`src/rtl/pwm_deadtime_if.sv`:
```
// -----------------------------------------------------------------------------
// pwm_deadtime_if
// Purpose : Groups the data/control signals of the pwm_deadtime stage.
//           The master side drives the PWM input and controls and observes
//           the gate-drive outputs. The slave side is the dead-time block.
// Signals :
//   pwm_in        single-ended PWM from the upstream pwm_out block
//   dt_cycles     dead interval length in clk cycles (DT_WIDTH bits)
//   enable        1 = drive outputs, 0 = both outputs off
//   fault_in      external level-sensitive fault
//   fault_clr     clears the latched fault
//   pwm_hi        high-side gate drive
//   pwm_lo        low-side gate drive
//   fault_latched 1 while the block sits in its fault state
//   sw_count      completed switching cycles (only with PWM_DEADTIME_SWCOUNT_EN)
// Config  : `define PWM_DEADTIME_SWCOUNT_EN adds sw_count.
// -----------------------------------------------------------------------------
interface pwm_deadtime_if #(
  parameter int DT_WIDTH = 8
) ();
  logic                pwm_in;
  logic [DT_WIDTH-1:0] dt_cycles;
  logic                enable;
  logic                fault_in;
  logic                fault_clr;
  logic                pwm_hi;
  logic                pwm_lo;
  logic                fault_latched;
`ifdef PWM_DEADTIME_SWCOUNT_EN
  logic [15:0]         sw_count;

  modport master (
    output pwm_in, dt_cycles, enable, fault_in, fault_clr,
    input  pwm_hi, pwm_lo, fault_latched, sw_count
  );
  modport slave (
    input  pwm_in, dt_cycles, enable, fault_in, fault_clr,
    output pwm_hi, pwm_lo, fault_latched, sw_count
  );
`else
  modport master (
    output pwm_in, dt_cycles, enable, fault_in, fault_clr,
    input  pwm_hi, pwm_lo, fault_latched
  );
  modport slave (
    input  pwm_in, dt_cycles, enable, fault_in, fault_clr,
    output pwm_hi, pwm_lo, fault_latched
  );
`endif
endinterface

```
`src/rtl/pwm_deadtime.sv`:
```
// -----------------------------------------------------------------------------
// pwm_deadtime
// Purpose : Turns a single-ended PWM into a complementary high/low gate-drive
//           pair with a programmable dead interval at every commutation,
//           enable gating and a latched fault shutdown.
// Ports   :
//   clk  - system clock, rising edge
//   rst  - synchronous active-high reset
//   bus  - pwm_deadtime_if.slave (pwm_in, dt_cycles, enable, fault_in,
//          fault_clr in; pwm_hi, pwm_lo, fault_latched [, sw_count] out)
// Config  : `define PWM_DEADTIME_SWCOUNT_EN adds the saturating 16-bit
//           sw_count of completed HI_ON -> DT_TO_LO commutations.
// -----------------------------------------------------------------------------
module pwm_deadtime #(
  parameter int DT_WIDTH = 8
) (
  input  logic         clk,
  input  logic         rst,
  pwm_deadtime_if.slave bus
);

  typedef enum logic [2:0] {
    S_IDLE     = 3'd0,
    S_HI_ON    = 3'd1,
    S_LO_ON    = 3'd2,
    S_DT_TO_HI = 3'd3,
    S_DT_TO_LO = 3'd4,
    S_FAULT    = 3'd5
  } state_e;

  localparam logic [DT_WIDTH-1:0] CNT_ZERO = DT_WIDTH'(1'b0);
  localparam logic [DT_WIDTH-1:0] CNT_ONE  = DT_WIDTH'(1'b1);

  state_e              state_q, state_d;
  logic                pwm_q, pwm_d;
  logic [DT_WIDTH-1:0] cnt_q, cnt_d;
  logic                hi_q, hi_d;
  logic                lo_q, lo_d;
  logic                flt_q, flt_d;
  logic [DT_WIDTH-1:0] dt_in_s;
  logic [DT_WIDTH-1:0] dt_load_s;

  function automatic logic is_dead(input state_e s);
    return (s == S_DT_TO_HI) || (s == S_DT_TO_LO);
  endfunction

  assign dt_in_s   = bus.dt_cycles;
  // Zero dead time is never allowed: a request of 0 becomes 1 cycle.
  assign dt_load_s = (dt_in_s == CNT_ZERO) ? CNT_ONE : dt_in_s;
  assign pwm_d     = bus.pwm_in;

  // State register: FSM state, input sync flop, dead counter and output flops.
  always_ff @(posedge clk) begin
    if (rst) begin
      state_q <= S_IDLE;
      pwm_q   <= 1'b0;
      cnt_q   <= CNT_ZERO;
      hi_q    <= 1'b0;
      lo_q    <= 1'b0;
      flt_q   <= 1'b0;
    end else begin
      state_q <= state_d;
      pwm_q   <= pwm_d;
      cnt_q   <= cnt_d;
      hi_q    <= hi_d;
      lo_q    <= lo_d;
      flt_q   <= flt_d;
    end
  end

  // Next-state logic: fault beats enable beats normal commutation.
  always_comb begin
    state_d = state_q;
    cnt_d   = cnt_q;
    if (bus.fault_in) begin
      state_d = S_FAULT;
    end else if (state_q == S_FAULT) begin
      // fault_in is already known low here, so fault_clr alone releases.
      if (bus.fault_clr) begin
        state_d = S_IDLE;
      end else begin
        state_d = S_FAULT;
      end
    end else if (!bus.enable) begin
      state_d = S_IDLE;
    end else begin
      case (state_q)
        S_IDLE:  state_d = pwm_q ? S_DT_TO_HI : S_DT_TO_LO;
        S_LO_ON: state_d = pwm_q ? S_DT_TO_HI : S_LO_ON;
        S_HI_ON: state_d = pwm_q ? S_HI_ON : S_DT_TO_LO;
        S_DT_TO_HI, S_DT_TO_LO: begin
          // Exit direction follows pwm_q at the end of the interval,
          // not the direction that started it.
          if (cnt_q <= CNT_ONE) begin
            state_d = pwm_q ? S_HI_ON : S_LO_ON;
          end else begin
            state_d = state_q;
          end
        end
        default: state_d = S_IDLE;
      endcase
    end

    // Counter holds the remaining dead cycles including the current one.
    if (is_dead(state_d) && (state_d != state_q)) begin
      cnt_d = dt_load_s;
    end else if (is_dead(state_q) && (cnt_q > CNT_ONE)) begin
      cnt_d = cnt_q - CNT_ONE;
    end else begin
      cnt_d = cnt_q;
    end
  end

  // Output decode from the next state so the registered drives line up
  // with the state they belong to; a single-state decode makes hi&lo
  // mutually exclusive by construction.
  always_comb begin
    hi_d  = 1'b0;
    lo_d  = 1'b0;
    flt_d = 1'b0;
    case (state_d)
      S_HI_ON: hi_d  = 1'b1;
      S_LO_ON: lo_d  = 1'b1;
      S_FAULT: flt_d = 1'b1;
      default: begin
        hi_d  = 1'b0;
        lo_d  = 1'b0;
        flt_d = 1'b0;
      end
    endcase
  end

  assign bus.pwm_hi        = hi_q;
  assign bus.pwm_lo        = lo_q;
  assign bus.fault_latched = flt_q;

`ifdef PWM_DEADTIME_SWCOUNT_EN
  logic [15:0] sw_q, sw_d;

  // Switching-cycle counter: one count per HI_ON -> DT_TO_LO, saturating.
  always_comb begin
    if ((state_q == S_HI_ON) && (state_d == S_DT_TO_LO) && (sw_q != 16'hFFFF)) begin
      sw_d = sw_q + 16'd1;
    end else begin
      sw_d = sw_q;
    end
  end

  // Switching-cycle counter register.
  always_ff @(posedge clk) begin
    if (rst) begin
      sw_q <= 16'd0;
    end else begin
      sw_q <= sw_d;
    end
  end

  assign bus.sw_count = sw_q;
`endif

endmodule

```
`src/flat_wrapper.sv`:
```
// flat-port wrapper written by rule: the top's interface ports become plain ports
module pwm_deadtime_flat 
#(
  parameter int DT_WIDTH = 8
)
  (clk, rst, bus_pwm_in, bus_dt_cycles, bus_enable, bus_fault_in, bus_fault_clr, bus_pwm_hi, bus_pwm_lo, bus_fault_latched);
  pwm_deadtime_if #(.DT_WIDTH(DT_WIDTH)) bus_i ();
  input  logic clk;
  input  logic rst;
  input wire logic [$bits(bus_i.pwm_in)-1:0] bus_pwm_in;
  input wire logic [$bits(bus_i.dt_cycles)-1:0] bus_dt_cycles;
  input wire logic [$bits(bus_i.enable)-1:0] bus_enable;
  input wire logic [$bits(bus_i.fault_in)-1:0] bus_fault_in;
  input wire logic [$bits(bus_i.fault_clr)-1:0] bus_fault_clr;
  output wire logic [$bits(bus_i.pwm_hi)-1:0] bus_pwm_hi;
  output wire logic [$bits(bus_i.pwm_lo)-1:0] bus_pwm_lo;
  output wire logic [$bits(bus_i.fault_latched)-1:0] bus_fault_latched;
  assign bus_i.pwm_in = bus_pwm_in;
  assign bus_i.dt_cycles = bus_dt_cycles;
  assign bus_i.enable = bus_enable;
  assign bus_i.fault_in = bus_fault_in;
  assign bus_i.fault_clr = bus_fault_clr;
  assign bus_pwm_hi = bus_i.pwm_hi;
  assign bus_pwm_lo = bus_i.pwm_lo;
  assign bus_fault_latched = bus_i.fault_latched;
  pwm_deadtime #(.DT_WIDTH(DT_WIDTH)) u_core (.clk(clk), .rst(rst), .bus(bus_i));
endmodule
```
`config.mk`:
```
export PLATFORM = sky130hd
export DESIGN_NAME = pwm_deadtime_flat
export DESIGN_NICKNAME = d
export VERILOG_FILES = /design/src/rtl/pwm_deadtime_if.sv /design/src/rtl/pwm_deadtime.sv /design/src/flat_wrapper.sv
export SDC_FILE = /design/constraint.sdc
export NUM_CORES = 1
export LEC_CHECK = 0
export CAP_MARGIN = 10
export CORE_ASPECT_RATIO = 1.4
export CORE_MARGIN = 2
export CORE_UTILIZATION = 41
export CTS_BUF_LIST = sky130_fd_sc_hd__clkbuf_8
export DETAILED_ROUTE_END_ITERATION = 7
export GPL_ROUTABILITY_DRIVEN = 0
export SETUP_SLACK_MARGIN = 0.15
export SYNTH_ARGS = -nofsm -noshare
export SYNTH_HDL_FRONTEND = slang
export SYNTH_SLANG_ARGS = --single-unit
export TNS_END_PERCENT = 100
```
`constraint.sdc`:
```
create_clock -name clk -period 5.75 [get_ports clk]
set_clock_uncertainty 0.05 [all_clocks]
set_input_delay 1.15 -clock clk [delete_from_list [all_inputs] [get_ports clk]]
set_output_delay 1.15 -clock clk [all_outputs]
set_load 0.05 [all_outputs]
```
==> results of run 1 <==
routing by layer:
metal / vias to the layer above / routed length (um) / global-route usage [%]
met4: 0 / 21 / 6.25
met1: 388 / 957 / 19.2
met3: 2 / 56 / 2.58
li1: 460 / - / -
met2: 12 / 1060 / 26.2
met5: - / 0 / 0
cell type report:
class	instances	area share (%)
sequential	15	23.8
clock inverter	1	0.397
timing repair buffer	16	12.7
clock buffer	3	3.27
multi-input combinational	92	55.3
inverter	4	1.19
tap	34	3.37
flip-flops by register name (all words and copies together) (netlist names):
register	flops
u_core.bus.fault_latched	1
u_core.bus.pwm_hi	1
u_core.state_q	3
u_core.bus.pwm_lo	1
u_core.pwm_q	1
u_core.cnt_q	8
report_power, final:
| group | switching [mW] | internal, mW | total (mW) |
|---|---|---|---|
| clock network | 0.0365 | 0.0479 | 0.0844 |
| registers | 0.0278 | 0.126 | 0.154 |
| logic | 0.124 | 0.0933 | 0.218 |
| total | 0.189 | 0.268 | 0.456 |
worst min-delay path by stage:
stage                               start               to  cells past startpoint
after floorplan           u_core.cnt_q[3]  u_core.cnt_q[3]                      3
after global placement    u_core.cnt_q[3]  u_core.cnt_q[3]                      3
after detailed placement  u_core.cnt_q[3]  u_core.cnt_q[3]                      3
after CTS                 u_core.cnt_q[3]  u_core.cnt_q[3]                      3
after global routing      u_core.cnt_q[3]  u_core.cnt_q[3]                      3
final                     u_core.cnt_q[3]  u_core.cnt_q[3]                      3
tightest hold or removal path: cells and delay by family (launching register included):
family / cells / cell delay (ps)
mux: 1 / 50
compound gates: 1 / 100
flops: 1 / 350
simple gates: 1 / 70
cell families (layout without fill, tap and decap cells):
logic type	count (synthesis)	count (layout)
flip-flops	15	15
XOR/XNOR	5	5
AND/OR/NAND/NOR	59	59
AO/OA/AOI/OAI	20	20
buffers and inverters	8	24
multiplexers	6	6
adder cells (fa/ha/maj)	2	2
synthesized netlist by cell type (2+ instances only):
cell,n
xor2_1,2
mux2i_1,5
nor3_1,6
nor3b_2,2
nand2_1,12
or4_1,2
o21ai_0,2
nor2_1,11
buf_4,2
a311o_1,2
ha_1,2
a31oi_1,2
xnor2_1,3
nor4_1,2
dfxtp_1,15
a21oi_1,3
or2_2,2
nand3_1,3
o211a_1,2
inv_1,4
==> flow_metrics.tcl, run 1 <==
set metrics [dict create \
    critPathTopFamily "simple AND/OR/NAND/NOR gates" \
    clock_latency_ps 240 \
    core_area_um2 2390 \
    syn_inst 115 \
    initial_core_util_pct 43.6 \
    synth-edff-count 0 \
    fin_tns_setup_ps 0 \
    n_antenna_cell 0 \
    num_io_pins 17 \
    synthTopCellsByArea "dfxtp_1 (29%), mux2i_1 (4.8%), nand2_1 (4.3%)" \
    layout_setup_ws_ps 2340 \
    grt_pass1_vias 821 \
    period_needed_ps 3410 \
    placed_cell_area_um2 1210 \
    yosys.area.top_type "dfxtp_1" \
    dpl.cell_count 161 \
    ys_ff_latch 15 \
    slowest_delay_ps 500 \
    netlist.area_leader.share_pct 28.8 \
    maxCapViolations 0 \
    multi_input_area_um2 697 \
    cts_hold_buf 0 \
    yosysWarningCount 0 \
    ant_nets 0 \
    yosysSeqAreaShare_pct 28.8 \
    clockBufferDepth 2 \
    r2r-end "u_core.cnt_q[0]" \
    start_kind "input pin" \
    cp.arrival_ps 3490 \
    whs_ps 582 \
    endpoint "u_core.cnt_q[0]" \
    drt-pass1-iter-count 4 \
    track_usage_pct 15.7 \
    instances_no_fill 165 \
    worst-path-max-fanout 8 \
    max_freq_mhz 294 \
    cp.buffers_inverters 1 \
    drt_wl_total_mm 2.10 \
    place_ws_ps 2090 \
    dp_hpwl_mm 1.67 \
    synth_area_um2 1040 \
    vias_per_cell 5.22 \
    setup.worst_path.start "bus_fault_in" \
    synthSimpleGateAreaFrac_pct 36.1 \
    slew_violations 0 \
    postCtsSetupBuffers 0 \
    final_common_cell "clkdlybuf4s50_1" \
    cts_tree "yes" \
    async_flop_share_pct 0 \
    critical_path_class "input pin to flop" \
    drt_iter0_drc 12 \
    root_buffer "clkbuf_8" \
    ys_types 51 \
    reg2reg_depth 8 \
    antenna_found_initial 0 \
    outcome "complete, no violations" \
    numCtsBuffers 3 \
    synth_compound_area_share_pct 17.9 \
    rr_startpoint "u_core.cnt_q[0]" \
    synth-xor-area-share_pct 4.20 \
    cp.depth 7 \
    synth_area_per_cell_um2 9.06 \
    crit_chain "clkdlybuf4s50_1, or4bb_1, a41oi_1, a311oi_2, nor3b_2, nor3_4, mux2_4" \
    die_y_um 63.7 \
    clkTransAtPathRegs_ps 60 \
    setup_viol 0 \
    cpMaxStageDelayCell "or4bb_1" \
    rows 21 \
    drive_gt1_share_pct 13.7 \
    rsz0062_at_grt "false" \
    reg2reg_slack_ps 3110 \
    synth_nets 131 \
    cts-resized-gates 0 \
    yosys.area_share.adder_pct 2.40 \
    grt-ovfl-total 0 \
    io_buffers 16 \
    final_cell_mix "clkdlybuf4s50_1 (16), dfxtp_1 (15), nand2_1 (12)" \
    hold_violations 0 \
    worst_pin_slew_ps 509 \
    fill_cells 219 \
    seqCellArea_um2 300 \
    final_nets 148 \
    area_growth_pct 21.0 \
    grt_max_degree 12 \
    muxShareOfSynthArea_pct 6.24 \
    final_area_um2 1260 \
    final_util_pct 52.7 \
    grt_pass1_wl_mm 3.47 \
    power-per-cell-area_nw_per_um2 362 \
    relSlewSlack_pct 66.1 \
    leakagePower_nw 0.483 \
    htreeDepth 1 \
    finalCritPeriodShare_pct 59.2 \
    dominantRegCellSynth "dfxtp_1" \
    total_power_mw 0.456 \
    synth_top_family_by_area "simple AND/OR/NAND/NOR gates" \
    wl_per_cell_um 12.7 \
    die_w_um 46.6 \
    clkSinkCount 15 \
    die-area_um2 2970 \
    ir_worst_vdd_v 0.000210 \
    hp-class "flop to flop" \
    worst_ep_required_time_ps 5840 \
    remaining_drc_errors 0 \
    vias 862 \
    cp-end-kind "flop" \
]
Note: power is estimated with default switching activity, not from simulation.
==> run 2: changes to the inputs <==
==> constraint.sdc (replaced) <==
create_clock -name clk -period 3.4 [get_ports clk]
set_clock_uncertainty 0.05 [all_clocks]
set_input_delay 0.68 -clock clk [delete_from_list [all_inputs] [get_ports clk]]
set_output_delay 0.68 -clock clk [all_outputs]
set_load 0.05 [all_outputs]
==> flow_metrics.tcl, run 2 (synthesis results as in run 1) <==
set metrics [dict create \
    die_w_um 46.6 \
    final_area_um2 1280 \
    drt_iter0_drc 20 \
    die_y_um 63.7 \
    wl_met2_mm 1.20 \
    highest_layer "met4" \
    multi_input_area_um2 697 \
    reg.largest.list "u_core.cnt_q x8, u_core.state_q x3" \
    drive_gt1_share_pct 15.0 \
    whs_ps 585 \
    relSlewSlack_pct 66.3 \
    start_kind "input pin" \
    area_growth_pct 22.4 \
    num_io_pins 17 \
    vias_per_cell 5.41 \
    period_needed_ps 2790 \
    vias 904 \
    io_buffers 16 \
    final_cell_mix "clkdlybuf4s50_1 (16), dfxtp_1 (15), nand2_1 (12)" \
    max_freq_mhz 359 \
    cts-resized-gates 0 \
    largest_reg_flops 8 \
    switchingPower_mw 0.330 \
    n_antenna_cell 0 \
    ir_worst_vdd_v 0.000301 \
    remaining_drc_errors 0 \
    core_area_um2 2390 \
    regMostFlops "u_core.cnt_q" \
    hp-class "flop to flop" \
    grt_pass1_vias 866 \
    root_buffer "clkbuf_8" \
    drt-met1-wl_um 937 \
    clkTransAtPathRegs_ps 70 \
    cts_hold_buf 0 \
    final_util_pct 53.4 \
    grt_max_degree 12 \
    final_common_cell "clkdlybuf4s50_1" \
    leakagePower_nw 0.493 \
    initial_core_util_pct 43.6 \
    power_frac_seq_pct 32.9 \
    wl_per_cell_um 13.8 \
    clockBufferDepth 2 \
    power-per-cell-area_nw_per_um2 615 \
    grt_pass1_wl_mm 3.88 \
    htreeDepth 1 \
    dp_hpwl_mm 1.82 \
    grt-ovfl-total 0 \
    drt_wl_total_mm 2.30 \
    instances_no_fill 167 \
    wl_met3_um 92 \
    layout_setup_ws_ps 613 \
    setup_viol 0 \
    fin_tns_setup_ps 0 \
    place_ws_ps 328 \
    die-area_um2 2970 \
    clkSinkCount 15 \
    slew_violations 0 \
    postCtsSetupBuffers 0 \
    swShare_pct 42.1 \
    final_nets 150 \
    p_clk_share_pct 18.9 \
    maxCapViolations 0 \
    clock_latency_ps 250 \
    worst-path-max-fanout 6 \
    drt-pass1-iter-count 4 \
    p_int_mw 0.455 \
    total_power_mw 0.785 \
    worst_ep_required_time_ps 3500 \
    cp-end-kind "flop" \
    antenna_found_initial 0 \
    cp.arrival_ps 2890 \
    seqCellArea_um2 300 \
    rsz0062_at_grt "false" \
    outcome "complete, no violations" \
    critical_path_class "input pin to flop" \
    hold_violations 0 \
    rows 21 \
    worst_pin_slew_ps 506 \
    finalCritPeriodShare_pct 82.0 \
    fill_cells 230 \
    numCtsBuffers 3 \
    placed_cell_area_um2 1230 \
    ant_nets 0 \
    combPwrFrac_pct 48.2 \
    dpl.cell_count 163 \
    track_usage_pct 18.2 \
    cts_tree "yes" \
]
run 2: worst paths after layout:
path	startpoint	endpoint	slack (ps)	cells after the start
worst max register to register	u_core.cnt_q[0]	u_core.cnt_q[7]	840	9
worst min register to register	u_core.cnt_q[3]	u_core.cnt_q[3]	580	3
worst min-delay path	u_core.cnt_q[3]	u_core.cnt_q[3]	580	3
worst max-delay path	bus_fault_in	u_core.cnt_q[7]	610	8
run 2: per-layer routing:
metal / vias to the layer above / GRT usage (%)
li1: 458 / -
met1: 416 / 21.3
met2: 24 / 29.5
met3: 6 / 3.44
met4: 0 / 10.4
met5: - / 0
run 2: power by group through the flow:
| stage | combinational (mW) | clock (mW) | sequential [mW] |
|---|---|---|---|
| floorplan | 0.292 | 0 | 0.257 |
| global placement | 0.374 | 0 | 0.259 |
| detailed placement | 0.379 | 0 | 0.261 |
| CTS | 0.382 | 0.153 | 0.258 |
| global route | 0.420 | 0.162 | 0.266 |
| finish | 0.379 | 0.148 | 0.259 |
run 2: area by class of cell:
type                       count  share of cell area [%]
sequential                    15                    23.5
tap                           34                    3.33
multi-input combinational     92                    54.6
inverter                       4                    1.18
timing repair buffer          18                    13.7
clock inverter                 1                   0.392
clock buffer                   3                    3.24
run 2: worst max-delay path: stages:
cell and delay (ps):
clkdlybuf4s50_1 490, or4bb_1 500, a41oi_1 210, a311oi_2 120, nor4b_4 380, nor3_4 110
buf_4 170, o211a_1 220
==> run 3: changes to the inputs <==
==> constraint.sdc (replaced) <==
create_clock -name clk -period 2.7 [get_ports clk]
set_clock_uncertainty 0.05 [all_clocks]
set_input_delay 0.54 -clock clk [delete_from_list [all_inputs] [get_ports clk]]
set_output_delay 0.54 -clock clk [all_outputs]
set_load 0.05 [all_outputs]
==> flow_metrics.tcl, run 3 (synthesis results as in run 1) <==
set metrics [dict create \
    hold_violations 0 \
    power-per-cell-area_nw_per_um2 757 \
    wl_met2_mm 1.24 \
    final_cell_mix "clkdlybuf4s50_1 (14), dfxtp_1 (14), nand2_1 (12)" \
    whs_ps 572 \
    final_nets 159 \
    rr_startpoint "u_core.cnt_q[2]" \
    clkSinkCount 15 \
    critical_path_class "flop to flop" \
    final_area_um2 1380 \
    grt_max_degree 12 \
    clock_latency_ps 250 \
    rsz0062_at_grt "false" \
    die_y_um 63.7 \
    final_util_pct 57.8 \
    clockBufferDepth 2 \
    io_buffers 16 \
    relSlewSlack_pct 66.9 \
    switchingPower_mw 0.433 \
    wl_per_cell_um 13.5 \
    cts_hold_buf 0 \
    largest_reg_flops 8 \
    n_antenna_cell 0 \
    clkTransAtPathRegs_ps 70 \
    outcome "complete, no violations" \
    dp_hpwl_mm 1.83 \
    cp.buffers_inverters 0 \
    cpMaxStageDelayCell "or4_4" \
    placed_cell_area_um2 1290 \
    drt-pass1-iter-count 4 \
    root_buffer "clkbuf_8" \
    drive_gt1_share_pct 22.5 \
    worst_pin_slew_ps 493 \
    holdCritStartpoint "u_core.cnt_q[3]" \
    regMostFlops "u_core.cnt_q" \
    slowest_delay_ps 580 \
    leakagePower_nw 0.554 \
    rows 21 \
    combPwrFrac_pct 50.9 \
    ant_nets 0 \
    ir_worst_vdd_v 0.000471 \
    wl_met3_um 67 \
    vias 933 \
    drt_iter0_drc 24 \
    core_area_um2 2390 \
    swShare_pct 41.4 \
    p_clk_share_pct 18.0 \
    die_w_um 46.6 \
    initial_core_util_pct 43.6 \
    highest_layer "met4" \
    grt_pass1_wl_mm 3.88 \
    numCtsBuffers 3 \
    hp-class "flop to flop" \
    cp-end-kind "flop" \
    grt-ovfl-total 0 \
    start_kind "flop" \
    worst-path-max-fanout 5 \
    remaining_drc_errors 0 \
    area_growth_pct 32.5 \
    die-area_um2 2970 \
    max_freq_mhz 405 \
    drt_wl_total_mm 2.37 \
    crit_chain "or4_4, o31ai_1, a311o_1, nor4b_4, nor3_4, mux2_4" \
    cts_tree "yes" \
    antenna_found_initial 0 \
    slew_violations 0 \
    num_io_pins 17 \
    p_int_mw 0.613 \
    htreeDepth 1 \
    cp.arrival_ps 2560 \
    finalCritPeriodShare_pct 91.5 \
    fin_tns_setup_ps 0 \
    worst_ep_required_time_ps 2790 \
    setup_viol 0 \
    track_usage_pct 17.5 \
    drt-met1-wl_mm 1.03 \
    vias_per_cell 5.30 \
    critPathTopFamily "simple AND/OR/NAND/NOR gates" \
    maxCapViolations 0 \
    setup.worst_path.start "u_core.cnt_q[2]" \
    reg.largest.list "u_core.cnt_q x8, u_core.state_q x3" \
    grt_pass1_vias 894 \
    power_frac_seq_pct 31.1 \
    period_needed_ps 2470 \
]
run 3: metal layers:
layer | GRT usage (%) | vias up
li1 | - | 475
met1 | 21.7 | 434
met2 | 29.5 | 20
met3 | 2.58 | 4
met4 | 6.25 | 0
met5 | 0 | -
run 3: layout make-up:
cell class | count | area [um2]
clock buffers | 3 | 41.3
flip-flops and latches | 15 | 302
clock inverters | 1 | 5.00
multi-input cells | 92 | 724
inverters | 4 | 15.0
fillers | 211 | 1010
repair buffers | 27 | 251
well taps | 34 | 42.5
run 3: final timing paths:
check | endpoint | depth (start not counted) | slack, ps
worst max-delay path | u_core.cnt_q[0] | 6 | 230
worst min-delay path | u_core.cnt_q[3] | 3 | 570
worst max register to register | u_core.cnt_q[0] | 6 | 230
worst min register to register | u_core.cnt_q[3] | 3 | 570
run 3: worst register-to-register path, delay by kind of cell, from the launching register on:
kind	cells	cell delay [ps]
simple gates	3	1030
compound gates	2	600
flops	1	360
mux	1	330
run 3: what timing repair did:
item	in CTS	in global routing
pin swaps	2	4
hold endpoints to repair	0	0
setup endpoints to repair	8	7
resized for setup	3	6
buffers inserted	0	1
run 3: per-stage QoR:
step | total power [mW] | worst slack [ps] | instances
4_1_cts | 1.03 | 171 | 175
5_1_grt | 1.12 | 153 | 176
6_report | 1.05 | 229 | 176
3_5_place_dp | 0.829 | -158 | 171
2_1_floorplan | 0.691 | 325 | 115
3_3_place_gp | 0.823 | -115 | 171
run 3: power groups by stage:
stage / logic (mW) / registers, mW / clock network [mW]
finish: 0.532 / 0.325 / 0.188
global route: 0.583 / 0.334 / 0.201
CTS: 0.514 / 0.324 / 0.190
detailed placement: 0.501 / 0.328 / 0
global placement: 0.494 / 0.328 / 0
floorplan: 0.367 / 0.324 / 0
